==> src/rtl/display_pkg.sv <==
// rtl/display_pkg.sv - state encoding, segment glyphs and one-hot decode shared by the quadrant display
package display_pkg;

    typedef enum logic [1:0] {
        VAZIO  = 2'd0,
        MOSTRA = 2'd1,
        ERRO   = 2'd2
    } estado_t;

    localparam int N_QUAD_MAX = 9;

    // Active-low glyphs, bits g..a
    localparam logic [6:0] GLYPH_DASH  = 7'b0111111;
    localparam logic [6:0] GLYPH_BLANK = 7'b1111111;

    // Entry 0 is the dash so an empty digit register decodes to it
    localparam logic [9:0][6:0] GLYPH_DIGITO = {
        7'b0010000,
        7'b0000000,
        7'b1111000,
        7'b0000010,
        7'b0010010,
        7'b0011001,
        7'b0110000,
        7'b0100100,
        7'b1111001,
        GLYPH_DASH
    };

    // Returns quadrant index+1 for exactly one set bit, 0 for zero or several
    function automatic logic [3:0] onehot_digito(input logic [N_QUAD_MAX-1:0] v);
        logic [3:0] dig;
        int         n;
        dig = 4'd0;
        n   = 0;
        for (int i = 0; i < N_QUAD_MAX; i++) begin
            if (v[i]) begin
                n++;
                dig = 4'(i + 1);
            end
        end
        return (n == 1) ? dig : 4'd0;
    endfunction

endpackage

==> src/rtl/hexa7seg_digito.sv <==
// rtl/hexa7seg_digito.sv - maps a stored digit to its active-low seven-segment glyph
module hexa7seg_digito
    import display_pkg::*;
(
    input  logic [3:0] digito,
    output logic [6:0] glyph
);

    always_comb begin
        glyph = GLYPH_BLANK;
        if (digito <= 4'd9) begin
            glyph = GLYPH_DIGITO[digito];
        end
    end

endmodule

==> src/rtl/display_quadrante_pisca.sv <==
// rtl/display_quadrante_pisca.sv - registered one-hot quadrant display with blink, blank and timed error
module display_quadrante_pisca
    import display_pkg::*;
#(
    parameter int N_QUAD         = 9,
    parameter int BLINK_CYCLES   = 25000000,
    parameter int ERR_CYCLES     = 50000000,
    parameter bit SEG_ACTIVE_LOW = 1'b1
)(
    input  logic              clock,
    input  logic              reset,
    input  logic              limpa,
    input  logic              carrega,
    input  logic [N_QUAD-1:0] quadrante,
    input  logic              pisca_en,
    input  logic              apaga,
    output logic [6:0]        display,
    output logic [3:0]        digito,
    output logic              valido,
    output logic              erro
);

    localparam int BW = (BLINK_CYCLES > 1) ? $clog2(BLINK_CYCLES) : 1;
    localparam int EW = (ERR_CYCLES > 1) ? $clog2(ERR_CYCLES) : 1;
    localparam logic [BW-1:0] BLINK_LAST = BW'(BLINK_CYCLES - 1);
    localparam logic [EW-1:0] ERR_LAST   = EW'(ERR_CYCLES - 1);
    localparam logic [6:0]    POLARIDADE = SEG_ACTIVE_LOW ? 7'b0000000 : 7'b1111111;

    estado_t                 estado, estado_n;
    logic [3:0]              digito_n;
    logic                    valido_n;
    logic [BW-1:0]           bcnt, bcnt_n;
    logic                    fase, fase_n;
    logic [EW-1:0]           ecnt, ecnt_n;
    logic [6:0]              seg_n;
    logic [6:0]              glyph_n;
    logic [N_QUAD_MAX-1:0]   quad_ext;
    logic [3:0]              digito_carga;

    assign quad_ext     = N_QUAD_MAX'(quadrante);
    assign digito_carga = onehot_digito(quad_ext);
    assign erro         = (estado == ERRO);

    hexa7seg_digito u_hexa7seg (
        .digito (digito_n),
        .glyph  (glyph_n)
    );

    always_comb begin
        estado_n = estado;
        digito_n = digito;
        valido_n = valido;
        ecnt_n   = ecnt;
        if (bcnt == BLINK_LAST) begin
            bcnt_n = '0;
            fase_n = ~fase;
        end else begin
            bcnt_n = bcnt + 1'b1;
            fase_n = fase;
        end

        if (limpa) begin
            estado_n = VAZIO;
            digito_n = 4'd0;
            valido_n = 1'b0;
            bcnt_n   = '0;
            fase_n   = 1'b1;
            ecnt_n   = '0;
        end else if (carrega) begin
            bcnt_n = '0;
            fase_n = 1'b1;
            if (digito_carga != 4'd0) begin
                estado_n = MOSTRA;
                digito_n = digito_carga;
                valido_n = 1'b1;
            end else begin
                estado_n = ERRO;
                ecnt_n   = '0;
            end
        end else if (estado == ERRO) begin
            if (ecnt == ERR_LAST) begin
                ecnt_n   = '0;
                estado_n = valido ? MOSTRA : VAZIO;
            end else begin
                ecnt_n = ecnt + 1'b1;
            end
        end

        // Display is chosen from next-cycle state so it moves together with digito/erro
        if (limpa) begin
            seg_n = GLYPH_DASH;
        end else if (apaga) begin
            seg_n = GLYPH_BLANK;
        end else if (estado_n == ERRO && !fase_n) begin
            seg_n = GLYPH_BLANK;
        end else if (estado_n == MOSTRA && pisca_en && !fase_n) begin
            seg_n = GLYPH_BLANK;
        end else if (estado_n == MOSTRA) begin
            seg_n = glyph_n;
        end else begin
            seg_n = GLYPH_DASH;
        end
    end

    always_ff @(posedge clock) begin
        if (reset) begin
            estado  <= VAZIO;
            digito  <= 4'd0;
            valido  <= 1'b0;
            bcnt    <= '0;
            fase    <= 1'b1;
            ecnt    <= '0;
            display <= GLYPH_DASH ^ POLARIDADE;
        end else begin
            estado  <= estado_n;
            digito  <= digito_n;
            valido  <= valido_n;
            bcnt    <= bcnt_n;
            fase    <= fase_n;
            ecnt    <= ecnt_n;
            display <= seg_n ^ POLARIDADE;
        end
    end

endmodule

==> config.mk <==
export PLATFORM = sky130hd
export DESIGN_NAME = display_quadrante_pisca
export DESIGN_NICKNAME = d
export VERILOG_FILES = /design/src/rtl/display_pkg.sv /design/src/rtl/hexa7seg_digito.sv /design/src/rtl/display_quadrante_pisca.sv
export SDC_FILE = /design/constraint.sdc
export NUM_CORES = 1
export LEC_CHECK = 0
export BUFFER_PORTS_ARGS = -buffer_cell sky130_fd_sc_hd__buf_2
export CAP_MARGIN = 20
export CELL_PAD_IN_SITES_DETAIL_PLACEMENT = 1
export CELL_PAD_IN_SITES_GLOBAL_PLACEMENT = 1
export CORE_AREA = 2 2 101 103
export CTS_BUF_LIST = sky130_fd_sc_hd__clkbuf_8
export DETAILED_ROUTE_END_ITERATION = 16
export DIE_AREA = 0 0 103 105
export PLACE_DENSITY = 0.92
export SYNTH_ARGS = -nofsm -noshare
export SYNTH_HDL_FRONTEND = slang
export SYNTH_HIERARCHICAL = 1
export SYNTH_SLANG_ARGS = --single-unit
==> constraint.sdc <==
create_clock -name clock -period 8.9 [get_ports clock]
set_input_delay 1.335 -clock clock [delete_from_list [all_inputs] [get_ports clock]]
set_output_delay 1.335 -clock clock [all_outputs]
set_load 0.1 [all_outputs]
After elaboration in Yosys (flattened, before gate mapping)
Memory sizes are Yosys's and may differ from the RTL's. Index checks and enable logic that the tools add are counted.

Memories: 1. Memory bits (read-only): 112. Register bits: 66. Word-level logic and storage cells: 83. Output and inout port bits: 13. Input port bits: 15. Latch bits: 0. RAM bits: 0.

Reduce and logical (&&, ||, !) cells: 11. $mul: 0. Shifts and indexed selects: 0. Divide/modulo/power cells: 0. Add/subtract/negate cells: 10. Mux-type cells: 41. Magnitude comparators: 2. Bitwise operators: 3. Equality and inequality tests: 7.

Memories: (no name shown) (words 16, bits a word 7, read ports 1, clocked after Yosys merged registers in 0, wr ports 0, line hexa7seg_digito.sv:12) `glyph = GLYPH_DIGITO[digito];`.

Operators with widths (count): adder 32 x 2 -> 32 bit, second input constant (8); two-way mux 32 bit (8); two-way mux 26 bit (4); two-way mux 4 bit (11); two-way mux 7 bit (6); equality test 32 x 2 -> 1 bit, second input constant (1); adder 26 x 1 -> 26 bit, second input constant (1); equality test 26 bit, second input constant (1); adder 25 x 1 -> 25 bit, second input constant (1); equality test 25 bit, second input constant (1); two-way mux 2 bit (6); OR reduction 7 bit (1); two-way mux 1 bit (6); < comparator 4 x 5 -> 1 bit, second input constant (1); equality test 2 bit, second input constant (2); less-or-equal comparator 4 bit, second input constant (1); AND reduction 2 bit (2); nonzero test 4 bit (1); OR reduction 4 bit (1); logical AND 1 bit (3); inverter 1 bit (3); equality test 2 x 1 -> 1 bit, second input constant (1); inequality test 2 bit, second input constant (1); nonzero test 2 bit (1); other kinds (2) (2).

Depth between registers and ports, before layout
Gate-level depths: netlist of run 1.

Depth after elaboration: 30. Gate-level depth with buffers: 34. Mapped depth without buffers: 34.

Modules after synthesis
The synthesis of run 1 kept the hierarchy.

Modules (own cells, without submodules): display_quadrante_pisca (cells each 514, seq. area each 1321.3 um2, area each 4279.1 um2, instances 1); hexa7seg_digito (cells each 29, seq. area each 0.0 um2, area each 244.0 um2, instances 1).

Least setup slack after synthesis of run 1
OpenSTA, ideal clock, no wires.

Path type: input port to flip-flop. Start point: in quadrante[0]. End point: reg display[1]. Library setup time: 0.130 ns. Cell stages on the path: 31. Data required time: 8.770 ns. Setup slack: 2.097 ns. Path buffers: 1. Arrival time: 6.673 ns. Path through: inv_1 > ha_1 > buf_6 > xor2_1 > ha_1 > nand2_1 > o21ai_0 > ha_1 > nand2_1 > o211ai_1 > ha_1 > nor2b_1 > a21oi_1 > ha_1 > nand2_1 > nand2_1 > ha_1 > nor2b_1 > a21oi_1 > ha_1 > nand3b_1 > o31ai_1 > and4_1 > nand3_1 > o32ai_1 > inv_1 > ha_1 > nor3b_1 > a211oi_1 > nor3_1 > nand2_1.

Elaborated cells between the ends (all ways): 46. Classes of those cells: add/sub: 8; order compare: 1; eq/ne: 3; mux: 26; bitwise: 2; reduce/logical: 5; memory: 1.

RTL lines: start: declaration (line display_quadrante_pisca.sv:14) `input logic [N_QUAD-1:0] quadrante,`; two-way mux 1 bit (line display_pkg.sv:37) `if (v[i]) begin`; adder 32 x 2 -> 32 bit (line display_pkg.sv:38) `n++;`; two-way mux 32 bit (line display_pkg.sv:37); adder 32 x 2 -> 32 bit (line display_pkg.sv:38); two-way mux 32 bit (line display_pkg.sv:37); adder 32 x 2 -> 32 bit (line display_pkg.sv:38); two-way mux 32 bit (line display_pkg.sv:37); adder 32 x 2 -> 32 bit (line display_pkg.sv:38); [... 11 more ...]; nonzero test 4 bit (line display_quadrante_pisca.sv:72) `if (digito_carga != 4'd0) begin`; two-way mux 4 bit * (line display_quadrante_pisca.sv:72); two-way mux 4 bit * (line display_quadrante_pisca.sv:69) `end else if (carrega) begin`; two-way mux 4 bit * (line display_quadrante_pisca.sv:62) `if (limpa) begin`; named net digito_n[1] (line display_quadrante_pisca.sv:30) `logic [3:0] digito_n;`; less-or-equal comparator 4 bit (line hexa7seg_digito.sv:11) `if (digito <= 4'd9) begin`; inverter 1 bit (no source line); OR reduction 7 bit (no source line); end signal: assignment (line display_quadrante_pisca.sv:113) `display <= GLYPH_DASH ^ POLARIDADE;`; end signal: assignment (line display_quadrante_pisca.sv:121) `display <= seg_n ^ POLARIDADE;`; end: declaration (line display_quadrante_pisca.sv:17) `output logic [6:0] display,`.

Mark *: on every way through the listed nets, which the timed path passes. The rest lies on a longest branch. The select of a mux whose other input is x is not followed. A chain may end at the register's enable or synchronous reset.

Worst setup path in the final report of run 1
Start point: in quadrante[1]. End point: reg display[1].

Elaborated cells between the ends (all ways): 43. Classes of those cells: add/sub: 7; order compare: 1; eq/ne: 3; mux: 24; bitwise: 2; reduce/logical: 5; memory: 1.

RTL lines (line): two-way mux 32 bit (display_pkg.sv:37); adder 32 x 2 -> 32 bit (display_pkg.sv:38); two-way mux 32 bit (display_pkg.sv:37); adder 32 x 2 -> 32 bit (display_pkg.sv:38); two-way mux 32 bit (display_pkg.sv:37); adder 32 x 2 -> 32 bit (display_pkg.sv:38); two-way mux 32 bit (display_pkg.sv:37); adder 32 x 2 -> 32 bit (display_pkg.sv:38); [... 9 more ...]; nonzero test 4 bit (display_quadrante_pisca.sv:72); two-way mux 4 bit * (display_quadrante_pisca.sv:72); two-way mux 4 bit * (display_quadrante_pisca.sv:69); two-way mux 4 bit * (display_quadrante_pisca.sv:62); named net digito_n[1] (display_quadrante_pisca.sv:30); less-or-equal comparator 4 bit (hexa7seg_digito.sv:11); inverter 1 bit (no source line); OR reduction 7 bit (no source line).

Marks and branches as above.

==> out/results.ini, run 1 <==
[run_status]
outcome = completed

[synthesis]
synth_top_area_share_pct = 29.2
synth_seq_cells = 66
syn_area_per_cell_um2 = 8.33
synth.area.top_cells = dfxtp_1 29%, nor2_1 5.2%, nand2_1 4.8%, ha_1 4.4%, xor2_1 3.7%
syn-cell-area_mm2 = 0.00452
synth_nets = 574
ys.flop_type = dfxtp_1
yosys.area.top_type = dfxtp_1
synth_cells = 543
yosysSeqAreaShare_pct = 29.2
synth_cell_type_count = 74
async_reset_ff_share_pct = 0
synth_edf_count = 0
ys_warn_count = 6

[clock_tree]
clk_pin_slew_ns = 0.07
cts_buffers = 9
cts_tree = built
worstSkewPairLatency_ns = 0.35
hold_buffers = 0
post-cts-setup-buffers = 0
cts_resized = 0
cts_sinks = 66
root_buffer = clkbuf_8
clockBufferDepth = 2
cts_max_level = 3

[floorplanning]
core_mm2 = 0.00964
ios = 28
die_h_um = 105
rows = 36
initial_core_util_pct = 46.9
die_w_um = 103
dieArea_mm2 = 0.0108

[layout]
nets = 587
diodes = 0
layout-drive-gt1-share_pct = 15.7
syn2layout_area_growth_pct = 9.32
design_area_mm2 = 0.00494
layout_commonest_cell = dfxtp_1
final_cell_mix = 66 x dfxtp_1, 63 x nor2_1, 58 x nand2_1, 27 x nand3_1, 27 x buf_2

[timing]
setup-violations-final = 0
hold_viol_final = 0
finalMaxSlewViolations = 0
tns_ns = 0
clock_skew_ns = 0.00771
max_freq_ghz = 0.133
relSlewSlack_pct = 36.5
rsz0062_at_grt = false
worst_pin_slew_ns = 0.943
layout_worst_path_cycle_share_pct = 84.3
fin_crit_ns = 7.50

[job]
cap_violations = 0

[global_route]
grt_usage_pct = 23.2
grt_pass1_vias = 4185
grt_max_degree = 31
grt_pass1_wl_um = 20300
grt-ovfl-total = 0
antenna_found_initial = 0

[routing]
drc = 0
routed_wl_um = 12200
drt-wirelength-per-cell_um = 17.6
via_per_inst = 6.03
met3_length_um = 553
ant_nets = 0
wl_met1_um = 5220
dr.max_layer_used = met4
dr.pass1.iters = 4
vias = 4181
wl_met2_um = 6120
drtIter0Drc = 171

[placed_design]
dpl.hpwl_um = 8560
gp_congestion = 0.928
placed_area_mm2 = 0.00470
io_buffers = 27

[setup_path]
worstPathArrival_ns = 7.73
crit_path_start_kind = input pin
cpMostUsedCell = ha_1
critical_path_class = input pin to register
critPathMaxStageDelay_ns = 0.37
cp_max_fo = 8
cp_slowest_cell = ha_1
worstSetupEndpointType = register
worst-endpoint-required_ns = 9.12

[power]
max-vdd-ir-drop_mv = 0.0777
powerDensity_mw_per_mm2 = 174
p_leak_nw = 1.70

[hold_path]
hp-class = register to register

-- synth_stat cells (3+ instances only) --
| cell type | n |
|---|---|
| a32o_1 | 5 |
| nor2b_1 | 4 |
| nor2_1 | 63 |
| nor4_1 | 7 |
| a21oi_1 | 19 |
| o32ai_1 | 3 |
| xor2_2 | 5 |
| or2_2 | 6 |
| a31oi_1 | 8 |
| a211oi_2 | 8 |
| nand4_1 | 14 |
| or3_1 | 3 |
| clkbuf_1 | 16 |
| nor3b_1 | 5 |
| or3b_1 | 4 |
| o211a_1 | 3 |
| xor2_1 | 19 |
| ha_1 | 16 |
| buf_2 | 4 |
| nand2_1 | 58 |
| buf_4 | 5 |
| dfxtp_1 | 66 |
| and4_1 | 4 |
| nor3_1 | 19 |
| nand3_1 | 27 |
| nand2b_1 | 4 |
| and3_1 | 8 |
| xnor2_2 | 3 |
| o21ai_0 | 22 |
| a211oi_1 | 3 |
| buf_6 | 3 |
| a41oi_1 | 17 |
| inv_1 | 22 |
| xnor2_1 | 11 |
| o31ai_1 | 3 |
| o211ai_1 | 3 |
| nor4b_1 | 3 |
-- per-layer routing --
layer / vias up / track usage, %
li1: 1998 / -
met4: 0 / 8.18
met3: 29 / 5.48
met2: 102 / 38.9
met5: - / 0
met1: 2052 / 28.6
-- logic make-up (layout without fill, tap and decap cells) --
family / count (synthesis) / in the layout / synth area share, %
mux: 3 / 3 / 0.692
buf+inv: 51 / 68 / 5.26
xor+xnor: 42 / 42 / 10.8
fa+ha+maj: 16 / 16 / 4.43
compound gates: 115 / 115 / 20.8
simple gates: 250 / 250 / 28.9
flops: 66 / 66 / 29.2
-- power by group --
group | internal, W | switching [W]
Sequential | 0.000298 | 0.00000226
Clock | 0.000192 | 0.000117
Combinational | 0.0000852 | 0.000168
-- registers in the layout (all words and copies together), names as in the netlist --
signal   flops
bcnt        25
digito       4
display      7
ecnt        26
estado       2
fase         1
valido       1
-- metrics by stage --
stage	setup slack [ns]	power (W)	std cells	hold slack, ns	utilization, %
6_report	1.40	0.000861	693	0.471	51.3
5_1_grt	0.774	0.000899	693	0.512	51.3
4_1_cts	1.42	0.000864	692	0.477	51.2
3_5_place_dp	1.04	0.000555	677	0.460	48.7
3_3_place_gp	1.67	0.000537	677	0.438	48.7
2_1_floorplan	2.10	0.000507	543	0.426	-
-- worst paths after layout --
kind,to,cells past startpoint,from,slack [ns]
max reg2reg,ecnt[23]$_SDFFE_PP0P_,8,ecnt[0]$_SDFFE_PP0P_,5.90
min,bcnt[0]$_SDFF_PP0_,1,bcnt[0]$_SDFF_PP0_,0.47
min reg2reg,bcnt[0]$_SDFF_PP0_,1,bcnt[0]$_SDFF_PP0_,0.47
max,display[1]$_SDFF_PP1_,33,quadrante[1],1.40
-- critical path: cells and delay by family --
family | cells | cell delay (ns)
AO/OA/AOI/OAI | 7 | 1.21
XOR/XNOR | 3 | 0.54
adder cells (fa/ha/maj) | 8 | 2.45
buffers and inverters | 4 | 0.46
AND/OR/NAND/NOR | 11 | 1.74
-- area by class of cell --
cell class / instances / area (µm²)
tap: 133 / 166
fill: 1193 / 4690
timing repair buffer: 31 / 165
multi-input combinational: 426 / 2970
clock inverter: 5 / 103
inverter: 22 / 82.6
sequential: 66 / 1320
clock buffer: 10 / 138
No activity file was read; power rests on OpenSTA's default activity.
==> run 2, diff against run 1 <==
CORE_AREA = 2 2 106 108   (was 2 2 101 103)
DIE_AREA = 0 0 108 110   (was 0 0 103 105)
PLACE_DENSITY = 0.89   (was 0.92)
clock period = 6.41 ns   (was 8.9 ns; I/O delays follow)
==> out/results.ini, run 2 (synthesized netlist as in run 1, its figures left out) <==
[hold_path]
min_path_cells = 1  ; unchanged
hp-class = register to register  ; unchanged

[layout]
largest_register = ecnt  ; unchanged
reg_top3 = ecnt x26, bcnt x25, display x7  ; unchanged
final_cell_mix = 66 x dfxtp_1, 62 x nor2_1, 58 x nand2_1, 27 x buf_2, 26 x nand3_1  ; was 66 x dfxtp_1, 63 x nor2_1, 58 x nand2_1, 27 x nand3_1, 27 x buf_2
design_area_mm2 = 0.00526  ; was 0.00494 mm²
layout-drive-gt1-share_pct = 22.8  ; was 15.7%
nets = 606  ; was 587
syn2layout_area_growth_pct = 16.3  ; was 9.32%
diodes = 0  ; unchanged
layout_commonest_cell = dfxtp_1  ; unchanged
largest_reg_flops = 26  ; unchanged

[global_route]
grt_pass1_wl_um = 20600  ; was 20,300 µm
antenna_found_initial = 0  ; unchanged
grt_usage_pct = 21.3  ; was 23.2%
grt-ovfl-total = 0  ; unchanged
grt_pass1_vias = 4286  ; was 4,185
grt_max_degree = 29  ; was 31

[timing]
hold_ws_ns = 0.476  ; was 0.471 ns
fin_crit_ns = 6.22
finalMaxSlewViolations = 0  ; unchanged
layout_worst_path_cycle_share_pct = 97.1
relSlewSlack_pct = 29.6  ; was 36.5%
worst_pin_slew_ns = 1.05  ; was 0.943 ns
max_freq_ghz = 0.161
clock_skew_ns = 0.00960  ; was 0.00771 ns
hold_viol_final = 0  ; unchanged
tns_ns = 0  ; unchanged
setup-violations-final = 0  ; unchanged

[clock_tree]
cts_buffers = 9  ; unchanged
hold_buffers = 0  ; unchanged
clockBufferDepth = 2  ; unchanged
root_buffer = clkbuf_8  ; unchanged
clk_pin_slew_ns = 0.08  ; was 0.07 ns
cts_sinks = 66  ; unchanged
cts_tree = built  ; unchanged
cts_max_level = 3  ; unchanged
worstSkewPairLatency_ns = 0.35  ; about the same

[setup_path]
r2r_cells = 9  ; was 8
cp_max_fo = 11  ; was 8
crit_path_start_kind = input pin  ; unchanged
critPathMaxStageDelay_ns = 0.37  ; about the same
critical_path_class = input pin to register  ; unchanged
worstPathArrival_ns = 6.51  ; was 7.73 ns
cp_slowest_cell = or3b_1  ; was ha_1
worstSetupEndpointType = register  ; unchanged
cpMostUsedCell = ha_1  ; unchanged
worst-endpoint-required_ns = 6.70  ; was 9.12 ns

[routing]
drc = 0  ; unchanged
drt-wirelength-per-cell_um = 18.3  ; was 17.6 µm
drtIter0Drc = 216  ; was 171
routed_wl_um = 13200  ; was 12,200 µm
ant_nets = 0  ; unchanged
dr.pass1.iters = 4  ; unchanged
via_per_inst = 5.96  ; was 6.03
vias = 4289  ; was 4,181

[floorplanning]
die_w_um = 108  ; was 103 µm
ios = 28  ; unchanged
dieArea_mm2 = 0.0119  ; was 0.0108 mm²
die_h_um = 110  ; was 105 µm
core_mm2 = 0.0107  ; was 0.00964 mm²
rows = 38  ; was 36
initial_core_util_pct = 42.3  ; was 46.9%

[placed_design]
placed_area_mm2 = 0.00482  ; was 0.00470 mm²
dpl.hpwl_um = 8880  ; was 8560 µm
gp_congestion = 0.886  ; was 0.928
io_buffers = 27  ; unchanged

[job]
cap_violations = 0  ; unchanged

[power]
powerDensity_mw_per_mm2 = 248  ; was 174 mW/mm²
p_leak_nw = 1.83  ; was 1.70 nW
power_w = 0.00130  ; was 0.000861 W
max-vdd-ir-drop_mv = 0.0974  ; was 0.0777 mV

[run_status]
outcome = completed  ; unchanged

-- run 2: changes by cell type in the layout (fill, tap and decap cells not counted), moves of 3 or more --
cell,delta
buf_4,+20
nor3b_1,-3
inv_1,-3
nor3_1,-3
inv_2,+3
-- run 2: power breakdown --
part	internal, W	switching, W
clock network	0.000258	0.000170
logic	0.000182	0.000277
registers	0.000413	0.00000306
total	0.000853	0.000450
-- run 2: cell type report --
| class | instances | area, µm² |
|---|---|---|
| Clock buffer | 9 | 124 |
| Timing Repair Buffer | 50 | 308 |
| Inverter | 22 | 86.3 |
| Clock inverter | 7 | 119 |
| Tap cell | 140 | 175 |
| Fill cell | 1267 | 5440 |
| Multi-Input combinational cell | 426 | 3130 |
| Sequential cell | 66 | 1320 |
-- run 2: per-stage QoR --
stage	util [%]	setup WS (ns)	instances
after CTS	47.3	0.0882	712
final	49.2	0.188	720
after detailed placement	45.0	-0.359	696
after floorplan	-	0.0321	543
after global routing	49.2	-0.158	720
after global placement	45.0	0.0902	696
-- run 2: worst max-delay path, delay by kind of cell --
kind | cells | cell delay [ns]
adders and majority gates | 7 | 2.15
AOI/OAI and AO/OA | 8 | 1.01
xor gates and xnor gates | 1 | 0.17
and+or+nand+nor | 10 | 1.63
buffers and inverters | 4 | 0.59
-- run 2: repair_timing --
action                                  in CTS  in global routing
pin swaps                                    0                  6
buffers inserted                             0                  8
endpoints found under the hold margin        0                  0
gates resized for setup                      1                 28
endpoints found under the setup margin       1                  7
-- run 2: worst paths after layout --
check / from / to / slack, ns
setup / recovery: quadrante[0] / display[6]$_SDFF_PP0_ / 0.19
hold / removal: bcnt[0]$_SDFF_PP0_ / bcnt[0]$_SDFF_PP0_ / 0.48
setup reg to reg: ecnt[0]$_SDFFE_PP0P_ / display[6]$_SDFF_PP0_ / 3.21
hold reg to reg: bcnt[0]$_SDFF_PP0_ / bcnt[0]$_SDFF_PP0_ / 0.48
-- run 2: per-layer routing --
| layer | share of wire [%] | wire length (µm) | global-route usage (%) | up-vias |
|---|---|---|---|---|
| li1 | - | - | - | 2046 |
| met4 | 1.6 | 215 | 6.50 | 0 |
| met1 | 44 | 5780 | 27.0 | 2125 |
| met2 | 51 | 6750 | 37.4 | 94 |
| met3 | 3.4 | 450 | 3.47 | 24 |
| met5 | 0 | 0 | 0 | - |
==> run 3, diff against run 2 <==
RECOVER_POWER = 25   (was unset)
==> out/results.ini, run 3 (synthesized netlist as in run 1, its figures left out) <==
[clock_tree]
clk_pin_slew_ns = 0.08  ; about the same
cts_max_level = 3  ; unchanged
worstSkewPairLatency_ns = 0.35  ; about the same
cts_buffers = 9  ; unchanged
cts_tree = built  ; unchanged
hold_buffers = 0  ; unchanged
cts_sinks = 66  ; unchanged
root_buffer = clkbuf_8  ; unchanged
clockBufferDepth = 2  ; unchanged

[timing]
layout_worst_path_cycle_share_pct = 97.1  ; about the same
max_freq_ghz = 0.161  ; about the same
relSlewSlack_pct = 18.3  ; was 29.6%
finalMaxSlewViolations = 0  ; unchanged
worst_pin_slew_ns = 1.23  ; was 1.05 ns
clock_skew_ns = 0.00929  ; was 0.00960 ns
fin_crit_ns = 6.23  ; was 6.22 ns
setup-violations-final = 0  ; unchanged
hold_viol_final = 0  ; unchanged

[routing]
routed_wl_um = 13200  ; about the same
via_per_inst = 5.93  ; was 5.96
vias = 4272  ; was 4,289
dr.pass1.iters = 4  ; unchanged
drc = 0  ; unchanged
drtIter0Drc = 213  ; was 216
ant_nets = 0  ; unchanged
drt-wirelength-per-cell_um = 18.3  ; about the same

[setup_path]
reg2reg_from = ecnt[0]$_SDFFE_PP0P_  ; unchanged
critPathMaxStageDelay_ns = 0.34  ; was 0.37 ns
rrSetupSlack_ns = 3.21  ; about the same
path_buf_inv = 3  ; was 4
critical_path_class = input pin to register  ; unchanged
crit_path_start_kind = input pin  ; unchanged
crit_cells = 31  ; was 30
r2r_cells = 9  ; unchanged
cpMostUsedCell = ha_1  ; unchanged
worstSetupEndpointType = register  ; unchanged
cp_slowest_cell = ha_1  ; was or3b_1
critPathTopFamily = adder cells  ; unchanged
worstReg2RegEnd = display[6]$_SDFF_PP0_  ; unchanged
endpoint = display[1]$_SDFF_PP1_  ; was display[6]$_SDFF_PP0_
worstPathArrival_ns = 6.45  ; was 6.51 ns
cp-startpoint = quadrante[0]  ; unchanged
cp_max_fo = 3  ; was 11
worst-endpoint-required_ns = 6.63  ; was 6.70 ns

[power]
max-vdd-ir-drop_mv = 0.0972  ; was 0.0974 mV
p_leak_nw = 1.80  ; was 1.83 nW
powerDensity_mw_per_mm2 = 249  ; was 248 mW/mm²
power_w = 0.00130  ; about the same

[layout]
layout-drive-gt1-share_pct = 20.7  ; was 22.8%
largest_register = ecnt  ; unchanged
final_cell_mix = 66 x dfxtp_1, 62 x nor2_1, 58 x nand2_1, 26 x nand3_1, 23 x buf_4  ; was 66 x dfxtp_1, 62 x nor2_1, 58 x nand2_1, 27 x buf_2, 26 x nand3_1
layout_commonest_cell = dfxtp_1  ; unchanged
final_core_util_pct = 49.0  ; was 49.2%
nets = 606  ; unchanged
syn2layout_area_growth_pct = 16.0  ; was 16.3%
reg_top3 = ecnt x26, bcnt x25, display x7  ; unchanged
nFillCells = 1277  ; was 1,267
largest_reg_flops = 26  ; unchanged
diodes = 0  ; unchanged

[floorplanning]
initial_core_util_pct = 42.3  ; unchanged
core_mm2 = 0.0107  ; unchanged
die_h_um = 110  ; unchanged
dieArea_mm2 = 0.0119  ; unchanged
rows = 38  ; unchanged
ios = 28  ; unchanged
die_w_um = 108  ; unchanged

[global_route]
grt_use_met3_pct = 3.47  ; unchanged
grt_util_met1_pct = 27.0  ; unchanged
grt_usage_pct = 21.3  ; unchanged
grt-ovfl-total = 0  ; unchanged
antenna_found_initial = 0  ; unchanged
grt_use_met2_pct = 37.4  ; unchanged
grt-busiest-layer = met2  ; unchanged
grt_pass1_wl_um = 20600  ; unchanged
grt_max_degree = 29  ; unchanged
grt_pass1_vias = 4286  ; unchanged

[hold_path]
hp-class = register to register  ; unchanged

[job]
cap_violations = 0  ; unchanged

[placed_design]
gp_congestion = 0.886  ; unchanged
dpl.hpwl_um = 8880  ; unchanged
io_buffers = 27  ; unchanged

[run_status]
outcome = completed  ; unchanged

[run 3: report_power, final]
part	leakage [nW]	internal, W	switching (W)
sequential	0.532	0.000413	0.00000310
clock	0.121	0.000258	0.000170
combinational	1.14	0.000182	0.000277
total	1.80	0.000853	0.000451
[run 3: how the worst min path moves through the flow]
stage	startpoint	to	slack, ns	cells past startpoint
global route	bcnt[0]$_SDFF_PP0_	bcnt[0]$_SDFF_PP0_	0.49	1
detailed placement	bcnt[0]$_SDFF_PP0_	bcnt[0]$_SDFF_PP0_	0.46	1
CTS	bcnt[0]$_SDFF_PP0_	bcnt[0]$_SDFF_PP0_	0.48	1
floorplan	bcnt[0]$_SDFF_PP0_	bcnt[0]$_SDFF_PP0_	0.43	1
finish	bcnt[0]$_SDFF_PP0_	bcnt[0]$_SDFF_PP0_	0.48	1
global placement	bcnt[0]$_SDFF_PP0_	bcnt[0]$_SDFF_PP0_	0.44	1
[run 3: worst register-to-register path, stage by stage (launching register included)]
cell	delay [ns]
dfxtp_1	0.40
ha_1	0.22
nand3_1	0.26
or4_1	0.63
nor2_1	0.39
nand3_1	0.13
a21oi_1	0.25
mux2_2	0.37
a31o_1	0.22
a32o_1	0.21
[run 3: timing repair]
action                                  in CTS  in global routing
setup buffers                                0                  8
pin swaps                                    0                  6
endpoints found under the setup margin       1                  7
resized for setup                            1                 28
[run 3: area by class of cell]
class                      instances  area (µm²)  share of cell area (%)
sequential                        66        1320                    25.2
multi-input combinational        426        3130                    59.6
clock inverter                     7         119                    2.27
tap                              140         175                    3.34
timing repair buffer              50         293                    5.58
clock buffer                       9         124                    2.36
inverter                          22        86.3                    1.65
[run 3: through the flow]
stage | instance area [µm²] | TNS, ns | worst slack, ns | instances | hold WS [ns]
after floorplan | 4540 | 0 | 0.0321 | 543 | 0.426
after global placement | 4820 | 0 | 0.0902 | 696 | 0.438
after detailed placement | 4820 | -1.92 | -0.359 | 696 | 0.458
after CTS | 5060 | 0 | 0.0882 | 712 | 0.478
after global routing | 5250 | -0.867 | -0.158 | 720 | 0.495
final | 5250 | 0 | 0.185 | 720 | 0.476
[run 3: per-layer routing]
metal,vias to the layer above,share of wire [%]
met2,84,51
met1,2117,44
li1,2047,-
met5,-,0
met3,24,3.3
met4,0,1.6
